**src/rtl/aes128_sbox_arbiter.sv**
```systemverilog
// Time-shares one external Rijndael S-box between SubBytes (16 B) and SubWord (4 B) bursts.
// Build option AES128_SBOX_ARB_RR_EN: round-robin tie-break; undefined gives KS fixed priority.
module aes128_sbox_arbiter #(
   parameter int unsigned N_SB_BYTES = 16,
   parameter int unsigned N_KS_BYTES = 4
) (
   input  logic                       clk_i,
   input  logic                       rst_n_i,
   input  logic                       sb_req_i,
   input  logic [N_SB_BYTES-1:0][7:0] sb_data_i,
   output logic                       sb_gnt_o,
   output logic                       sb_valid_o,
   output logic [3:0]                 sb_addr_o,
   output logic [7:0]                 sb_data_o,
   output logic                       sb_done_o,
   input  logic                       ks_req_i,
   input  logic [N_KS_BYTES-1:0][7:0] ks_data_i,
   output logic                       ks_gnt_o,
   output logic                       ks_valid_o,
   output logic [1:0]                 ks_addr_o,
   output logic [7:0]                 ks_data_o,
   output logic                       ks_done_o,
   output logic [7:0]                 sbox_sub_o,
   input  logic [7:0]                 sbox_sub_i
);

   typedef enum logic [1:0] {StIdle, StSbRun, StKsRun} state_e;

   localparam logic [3:0] SbLast = 4'(N_SB_BYTES - 1);
   localparam logic [3:0] KsLast = 4'(N_KS_BYTES - 1);

   state_e     state_q;
   logic [3:0] cnt_q;
   logic       ks_wins_tie;
   logic       sb_run;
   logic       ks_run;

`ifdef AES128_SBOX_ARB_RR_EN
   logic last_owner_q;  // 1: KS owned the most recent burst
   assign ks_wins_tie = ~last_owner_q;
`else
   assign ks_wins_tie = 1'b1;
`endif

   assign sb_run = (state_q == StSbRun);
   assign ks_run = (state_q == StKsRun);

   always_ff @(posedge clk_i or negedge rst_n_i) begin
      if (!rst_n_i) begin
         state_q <= StIdle;
         cnt_q   <= '0;
`ifdef AES128_SBOX_ARB_RR_EN
         last_owner_q <= 1'b0;
`endif
      end else begin
         case (state_q)
            StIdle: begin
               cnt_q <= '0;
               if (sb_req_i && ks_req_i) begin
                  state_q <= ks_wins_tie ? StKsRun : StSbRun;
               end else if (sb_req_i) begin
                  state_q <= StSbRun;
               end else if (ks_req_i) begin
                  state_q <= StKsRun;
               end
            end
            StSbRun: begin
               if (cnt_q == SbLast) begin
                  state_q <= StIdle;
                  cnt_q   <= '0;
`ifdef AES128_SBOX_ARB_RR_EN
                  last_owner_q <= 1'b0;
`endif
               end else begin
                  cnt_q <= cnt_q + 4'd1;
               end
            end
            StKsRun: begin
               if (cnt_q == KsLast) begin
                  state_q <= StIdle;
                  cnt_q   <= '0;
`ifdef AES128_SBOX_ARB_RR_EN
                  last_owner_q <= 1'b1;
`endif
               end else begin
                  cnt_q <= cnt_q + 4'd1;
               end
            end
            default: begin
               state_q <= StIdle;
               cnt_q   <= '0;
            end
         endcase
      end
   end

   // S-box result is passed straight through; only the owner's outputs are ever non-zero.
   always_comb begin
      sb_gnt_o   = 1'b0;
      sb_valid_o = 1'b0;
      sb_addr_o  = '0;
      sb_data_o  = '0;
      sb_done_o  = 1'b0;
      ks_gnt_o   = 1'b0;
      ks_valid_o = 1'b0;
      ks_addr_o  = '0;
      ks_data_o  = '0;
      ks_done_o  = 1'b0;
      sbox_sub_o = '0;
      if (sb_run) begin
         sbox_sub_o = sb_data_i[cnt_q];
         sb_gnt_o   = 1'b1;
         sb_valid_o = 1'b1;
         sb_addr_o  = cnt_q;
         sb_data_o  = sbox_sub_i;
         sb_done_o  = (cnt_q == SbLast);
      end else if (ks_run) begin
         sbox_sub_o = ks_data_i[cnt_q[1:0]];
         ks_gnt_o   = 1'b1;
         ks_valid_o = 1'b1;
         ks_addr_o  = cnt_q[1:0];
         ks_data_o  = sbox_sub_i;
         ks_done_o  = (cnt_q == KsLast);
      end
   end

endmodule

```
**config.mk**
```make
export PLATFORM = sky130hd
export DESIGN_NAME = aes128_sbox_arbiter
export DESIGN_NICKNAME = d
export VERILOG_FILES = /design/src/rtl/aes128_sbox_arbiter.sv
export SDC_FILE = /design/constraint.sdc
export NUM_CORES = 1
export LEC_CHECK = 0
export CAP_MARGIN = 40
export CELL_PAD_IN_SITES_DETAIL_PLACEMENT = 1
export CELL_PAD_IN_SITES_GLOBAL_PLACEMENT = 2
export CORE_MARGIN = 3
export CORE_UTILIZATION = 12
export CTS_CLUSTER_SIZE = 10
export DETAILED_ROUTE_END_ITERATION = 12
export GPL_ROUTABILITY_DRIVEN = 1
export PLACE_DENSITY = 0.74
export SETUP_SLACK_MARGIN = 0.15
export SYNTH_ARGS = -nofsm -noshare
export SYNTH_HDL_FRONTEND = slang
export SYNTH_SLANG_ARGS = --single-unit
```
**constraint.sdc**
```tcl
create_clock -name clk_i -period 2 [get_ports clk_i]
set_input_delay 0.4 -clock clk_i [delete_from_list [all_inputs] [get_ports clk_i]]
set_output_delay 0.4 -clock clk_i [all_outputs]
set_load 0.01 [all_outputs]
```
==> results.json, run 1 <==
{
  "outcome": "complete, but fails checks",
  "violations": "negative setup slack",
  "ys_types": 32,
  "finalSetupViolCount": 11,
  "diodes": 0,
  "top_layer": "met4",
  "crit_end": "sbox_sub_o[3]",
  "layout_setup_ws_ns": -0.481,
  "area_growth_pct": 155,
  "fin_nets": 595,
  "dp_cells": 570,
  "yosysSeqAreaShare": 0.0811,
  "irDropWorstVdd_mv": 0.371,
  "rrSetupSlack_ns": 0.24,
  "die_h_um": 130,
  "via_per_inst": 4.14,
  "r2r-end": "state_q[0]",
  "row_count": 44,
  "relSlewSlack": 0.774,
  "cts_made_buffers": 3,
  "grt_pass1_vias": 2834,
  "rsz0062_at_grt": "yes",
  "cts_tree": "yes",
  "route.vias.total": 2484,
  "htreeDepth": 1,
  "gp_congestion": 0.708,
  "maxCapViolCount": 0,
  "cp.required_ns": 1.60,
  "drive_gt1_frac": 0.377,
  "coreArea_sq_um": 14800,
  "endpoint_kind": "output port",
  "syn_nets": 348,
  "arrival_ns": 2.08,
  "ys_warn_count": 0,
  "cts_sinks": 6,
  "dr.pass1.iters": 4,
  "met3_length_um": 813,
  "rr_startpoint": "state_q[0]",
  "fp.dieW_um": 130,
  "ant_nets": 0,
  "postLayoutCoreUtil": 0.318,
  "grt.overflow.total": 0,
  "p_per_area_nw_per_um2": 643,
  "grt_max_degree": 17,
  "hp-class": "in -> async",
  "antenna_found_initial": 0,
  "period_needed_ns": 2.48,
  "wl_per_cell_um": 18.0,
  "cts.clk_slew.worst_paths_ns": 0.03,
  "pin_count": 208,
  "track_usage": 0.117,
  "rr_worst_depth": 8,
  "drv_slew": 0,
  "stdcell_count": 600,
  "crit_fanout": 8,
  "drt-met1-wl_um": 4160,
  "insertion_delay_ns": 0.22,
  "syn-mean-instance-area_sq_um": 10.8,
  "syn_area_sq_um": 1850,
  "hold_viol_final": 0,
  "p_leak_nw": 1.86,
  "start_kind": "flop",
  "port_buffers": 207,
  "skew_ns": 0.00238,
  "grt_first_pass_wirelength_um": 15200,
  "ctsHoldBuffers": 0,
  "drt-total-wl_um": 10800,
  "tightest_slew_ns": 0.339,
  "start_util": 0.125,
  "synth-seq-cells": 6,
  "drt_iter0_drc": 29,
  "wl_met2_um": 5720,
  "synth_cells": 171,
  "max_freq_ghz": 0.403,
  "crit_start": "cnt_q[0]",
  "drc": 0,
  "finalCritPeriodShare": 1.24,
  "clockBufferDepth": 2,
  "worstSetupPathType": "reg -> out",
  "dieArea_sq_um": 17000,
  "cts-root-buf": "clkbuf_16",
  "setup_tns_ns": -3.24,
  "hpwl_um": 9180
}
==> per-layer routing <==
layer  up-vias  GRT usage
li1       1170          -
met1      1198      0.137
met2       108      0.222
met3         8     0.0262
met4         0     0.0147
met5         -          0
==> report_power, final <==
group,switching (mW),internal (mW)
Combinational,0.981,1.55
Clock,0.0615,0.256
Sequential,0.0319,0.154
==> state kept, by name, summed over array words and instances (netlist names) <==
name,cells
cnt_q,4
state_q,2
==> cell usage in the layout, fill, tap and decap left out, types with 4 or more instances in the layout <==
master             n
a22oi_1            5
a22oi_2            6
and2_1            14
and2_4             9
buf_12             8
buf_2             16
buf_4             34
buf_6             19
clkbuf_2           6
clkdlybuf4s50_1  171
dlygate4sd2_1      4
mux2_4             5
mux2i_1           20
mux4_2            32
nand2_1            5
nand3_1            5
nor2_1             5
nor2b_1            5
o21ai_1            5
==> critical path, stage by stage (launching register included) <==
cell and delay, ns:
dfrtp_4 0.51, buf_12 0.16, buf_6 0.11, mux4_2 0.40, mux2_4 0.30, a22oi_2 0.15, o21ai_1 0.08, buf_2 0.14
==> synth_stat cells <==
master	count	share of area
or2_2	1	0.0034
inv_1	3	0.0061
o211ai_1	3	0.012
mux2i_1	20	0.11
nand2_1	7	0.014
a22oi_1	11	0.045
dfrtp_1	6	0.081
and3_1	2	0.0068
nor2b_1	6	0.020
nand3_1	5	0.014
and3b_1	1	0.0047
mux2_2	5	0.030
mux4_2	28	0.34
buf_1	2	0.0041
buf_6	1	0.0061
o22a_1	1	0.0047
a21oi_1	2	0.0054
clkbuf_1	6	0.012
o21ai_0	2	0.0054
buf_4	3	0.012
mux4_1	6	0.085
buf_2	6	0.016
ha_1	5	0.034
and2_1	23	0.078
xor2_1	1	0.0047
o21ai_1	5	0.014
nor2_1	5	0.010
inv_2	1	0.0020
buf_12	1	0.011
nor3_1	1	0.0027
o22ai_1	1	0.0034
a21boi_0	1	0.0041
==> layout make-up <==
| class | count | area (sq um) |
|---|---|---|
| well taps | 184 | 230 |
| inverters | 4 | 15.0 |
| repair buffers | 261 | 2540 |
| flip-flops and latches | 6 | 156 |
| clock buffers | 3 | 75.1 |
| fillers | 1670 | 10100 |
| multi-input cells | 142 | 1700 |
==> stage by stage <==
stage	instance area [sq um]	hold WS, ns	power [mW]	setup slack [ns]
6_report	4720	0.433	3.03	-0.481
5_1_grt	4720	0.458	3.27	-0.544
4_1_cts	4690	0.442	3.02	-0.519
3_5_place_dp	4330	0.531	2.33	-0.796
3_3_place_gp	4330	0.518	2.30	-0.781
2_1_floorplan	1870	0.104	1.24	-0.00834
==> logic make-up (layout without fill, tap and decap cells) <==
group	after synthesis	count (layout)	synth area share
adders and majority gates	5	5	0.0338
xor gates and xnor gates	1	1	0.00473
and+or+nand+nor	51	51	0.153
muxes	59	59	0.564
buffers and inverters	23	268	0.0696
DFF	6	6	0.0811
AOI/OAI and AO/OA	26	26	0.0932
==> what timing repair did <==
action                                 in CTS  in global routing
setup endpoints to repair                  39                 34
endpoints found under the hold margin       0                  0
buffers inserted                           21                  4
cloned                                      2                  0
pin swaps                                   8                  7
gates resized for setup                   161                 26
==> how the worst min path moves through the flow <==
stage                     startpoint         end  slack [ns]  cells past startpoint
after floorplan              rst_n_i    cnt_q[0]        0.10                      0
after global placement    state_q[0]  state_q[0]        0.52                      1
after detailed placement  state_q[0]  state_q[0]        0.53                      1
after CTS                    rst_n_i  state_q[1]        0.44                      1
after global routing         rst_n_i  state_q[1]        0.46                      1
final                        rst_n_i  state_q[1]        0.43                      1
Power figures use the tool's default switching activity.
==> inputs of run 2 (changes only) <==
ABC_AREA = 1   (was not set)
PLACE_DENSITY = not set   (was 0.74)
PLACE_DENSITY_LB_ADDON = 0.15   (was not set)
==> run 2 against run 1 <==
Compared with the run above:
- the run still ends with negative setup slack left
- count of clock-buffer cells in the layout did not move
- area after synthesis is 38% higher
- die area increased by 36%
- via count grew 69%
- sequential power is 15% higher
- combinational power increased by 72%
- power grew 61%
==> results.json, run 2 <==
{
  "grt.overflow.total": 0,
  "final_common_cell": "nand2_1",
  "r2r-end": "state_q[0]",
  "drive_gt1_frac": 0.260,
  "hp-class": "in -> async",
  "maxCapViolCount": 0,
  "port_buffers": 207,
  "stdcell_count": 1059,
  "cp_num_buf_inv": 5,
  "rsz0062_at_grt": "yes",
  "start_kind": "flop",
  "wl_per_cell_um": 15.8,
  "route.vias.total": 4192,
  "syn_area_sq_um": 2550,
  "critPathMaxStageDelay_ns": 0.53,
  "syn_nets": 728,
  "tightest_slew_ns": 0.308,
  "whs_ns": 0.431,
  "synth_edf_count": 0,
  "start_util": 0.124,
  "ys_warn_count": 0,
  "irDropWorstVdd_mv": 0.549,
  "drv_slew": 0,
  "die_h_um": 152,
  "htreeDepth": 1,
  "area_growth_pct": 136,
  "cts_tree": "yes",
  "cts-root-buf": "clkbuf_16",
  "rr_startpoint": "state_q[1]",
  "synthArstFlopShare": 1.00,
  "hpwl_um": 13100,
  "total_power_mw": 4.88,
  "antenna_found_initial": 0,
  "synth_top_cells_by_area": "nand2_1, nand3_1, inv_1, dfrtp_1, nor2_1",
  "crit_chain": "inv_8, buf_12, buf_6, buf_6, nand2_1, nand3_1, nand3_1, nand3_2, nand2_2, nand2_1, nand2_1, buf_6",
  "ys_types": 21,
  "synth_common_cells": "nand2_1, inv_1, nand3_1, nor2_1, buf_2",
  "drt-total-wl_um": 16800,
  "ctsHoldBuffers": 0,
  "coreArea_sq_um": 20600,
  "synth-seq-cells": 6,
  "rr_worst_depth": 12,
  "largest_reg_flops": 4,
  "dieArea_sq_um": 23000,
  "synth.most_common_cell": "nand2_1",
  "placed_area_sq_um": 5080,
  "synth_cells": 551,
  "final_cell_mix": "nand2_1, clkdlybuf4s50_1, inv_1, nand3_1, buf_4",
  "diodes": 0,
  "design_area_sq_um": 6010,
  "p_per_area_nw_per_um2": 811,
  "row_count": 52,
  "ys.flop_type": "dfrtp_1",
  "rrSetupSlack_ns": 0.27,
  "via_per_inst": 3.96,
  "endpoint_kind": "output port",
  "skew_ns": 0.000493,
  "max_freq_ghz": 0.464,
  "fp.dieW_um": 152,
  "yosysSeqAreaShare": 0.0589,
  "pin_count": 208,
  "synth_top_cell_area_share": 0.329,
  "finalSetupViolCount": 8,
  "multiInputGateArea_sq_um": 2160,
  "violations": "negative setup slack",
  "hold_viol_final": 0,
  "fill_cells": 2602,
  "drt_iter0_drc": 91,
  "track_usage": 0.137,
  "cp.required_ns": 1.60,
  "arrival_ns": 1.76,
  "synth_top_area_cell": "nand2_1",
  "clockBufferDepth": 2,
  "postLayoutCoreUtil": 0.292,
  "syn-mean-instance-area_sq_um": 4.62,
  "top_register": "cnt_q",
  "worstSetupPathType": "reg -> out",
  "fin_nets": 968,
  "dr.pass1.iters": 4,
  "grt_first_pass_wirelength_um": 24700,
  "crit_fanout": 8,
  "cp_top_family": "buffers and inverters",
  "cpMaxStageDelayCell": "dfrtp_4",
  "layout_setup_ws_ns": -0.156,
  "drc": 0,
  "dp_cells": 1032,
  "grt_pass1_vias": 4568,
  "grt_max_degree": 55,
  "period_needed_ns": 2.16,
  "finalCritPeriodShare": 1.08,
  "gp_congestion": 0.739,
  "cts_sinks": 6,
  "cts_made_buffers": 3,
  "top_regs": "cnt_q x4, state_q x2",
  "seq_area_sq_um": 155,
  "p_leak_nw": 3.12,
  "ant_nets": 0,
  "relSlewSlack": 0.794,
  "outcome": "complete, but fails checks",
  "cts.clk_slew.worst_paths_ns": 0.03,
  "insertion_delay_ns": 0.23
}
-- run 2: cell count changes in the layout (fill, tap and decap cells not counted), sizes merged, moves of 12 or more --
| cell | change |
|---|---|
| nand3 | +93 |
| buf | +15 |
| mux2i | -20 |
| mux4 | -34 |
| nor2 | +28 |
| and2 | -23 |
| inv | +114 |
| o21ai | +12 |
| nand2 | +216 |
-- run 2: kinds of logic after synthesis --
| logic type | after synthesis | synth area share |
|---|---|---|
| buffers and inverters | 156 | 0.278 |
| adder cells (fa/ha/maj) | 5 | 0.0246 |
| AND/OR/NAND/NOR | 356 | 0.575 |
| XOR/XNOR | 1 | 0.00344 |
| flip-flops | 6 | 0.0589 |
| AO/OA/AOI/OAI | 27 | 0.0599 |
-- run 2: worst max-delay path by stage --
stage	slack, ns	cells after the start	to	from
4_1_cts	-0.21	12	sbox_sub_o[2]	cnt_q[0]
6_report	-0.16	12	sbox_sub_o[2]	cnt_q[0]
2_1_floorplan	0.25	6	sbox_sub_o[6]	state_q[1]
3_3_place_gp	-0.56	10	sbox_sub_o[0]	sb_data_i[80]
3_5_place_dp	-0.55	10	sbox_sub_o[0]	sb_data_i[80]
5_1_grt	-0.28	9	sbox_sub_o[1]	cnt_q[0]
-- run 2: through the flow --
step | worst slack (ns) | TNS [ns]
global route | -0.277 | -2.06
floorplan | 0.248 | 0
detailed placement | -0.548 | -5.73
finish | -0.156 | -1.13
CTS | -0.208 | -1.61
global placement | -0.559 | -4.92
-- run 2: power by group --
group          switching, mW  total [mW]  internal [mW]
logic                   2.18        4.34           2.16
clock network         0.0670       0.324          0.257
registers             0.0559       0.213          0.157
total                   2.30        4.88           2.57
-- run 2: final cells by class --
type | instances | share of cell area
Sequential cell | 6 | 0.0258
Tap cell | 270 | 0.0562
Inverter | 119 | 0.0760
Timing Repair Buffer | 272 | 0.471
Multi-Input combinational cell | 389 | 0.359
Clock buffer | 3 | 0.0125
-- run 2: routing by layer --
layer  part of all wire  wire [um]  GRT usage  vias to the layer above
met5                  0          0          0                        -
met4             0.0058         98     0.0103                        0
met3              0.074       1250     0.0324                        8
met2               0.48       8020      0.246                      134
met1               0.44       7410      0.175                     1931
li1                   -          -          -                     2119
-- run 2: what timing repair did --
item	in CTS	in global routing
cloned	3	2
pin swaps	17	24
resized for setup	233	92
setup buffers	12	7
setup endpoints to repair	36	37
==> inputs of run 3 (changes only) <==
CTS_CLUSTER_DIAMETER = 120   (was not set)
SLEW_MARGIN = 20   (was not set)
==> results of run 3 <==
Final layout, timing and power as in run 2 (identical DEF).
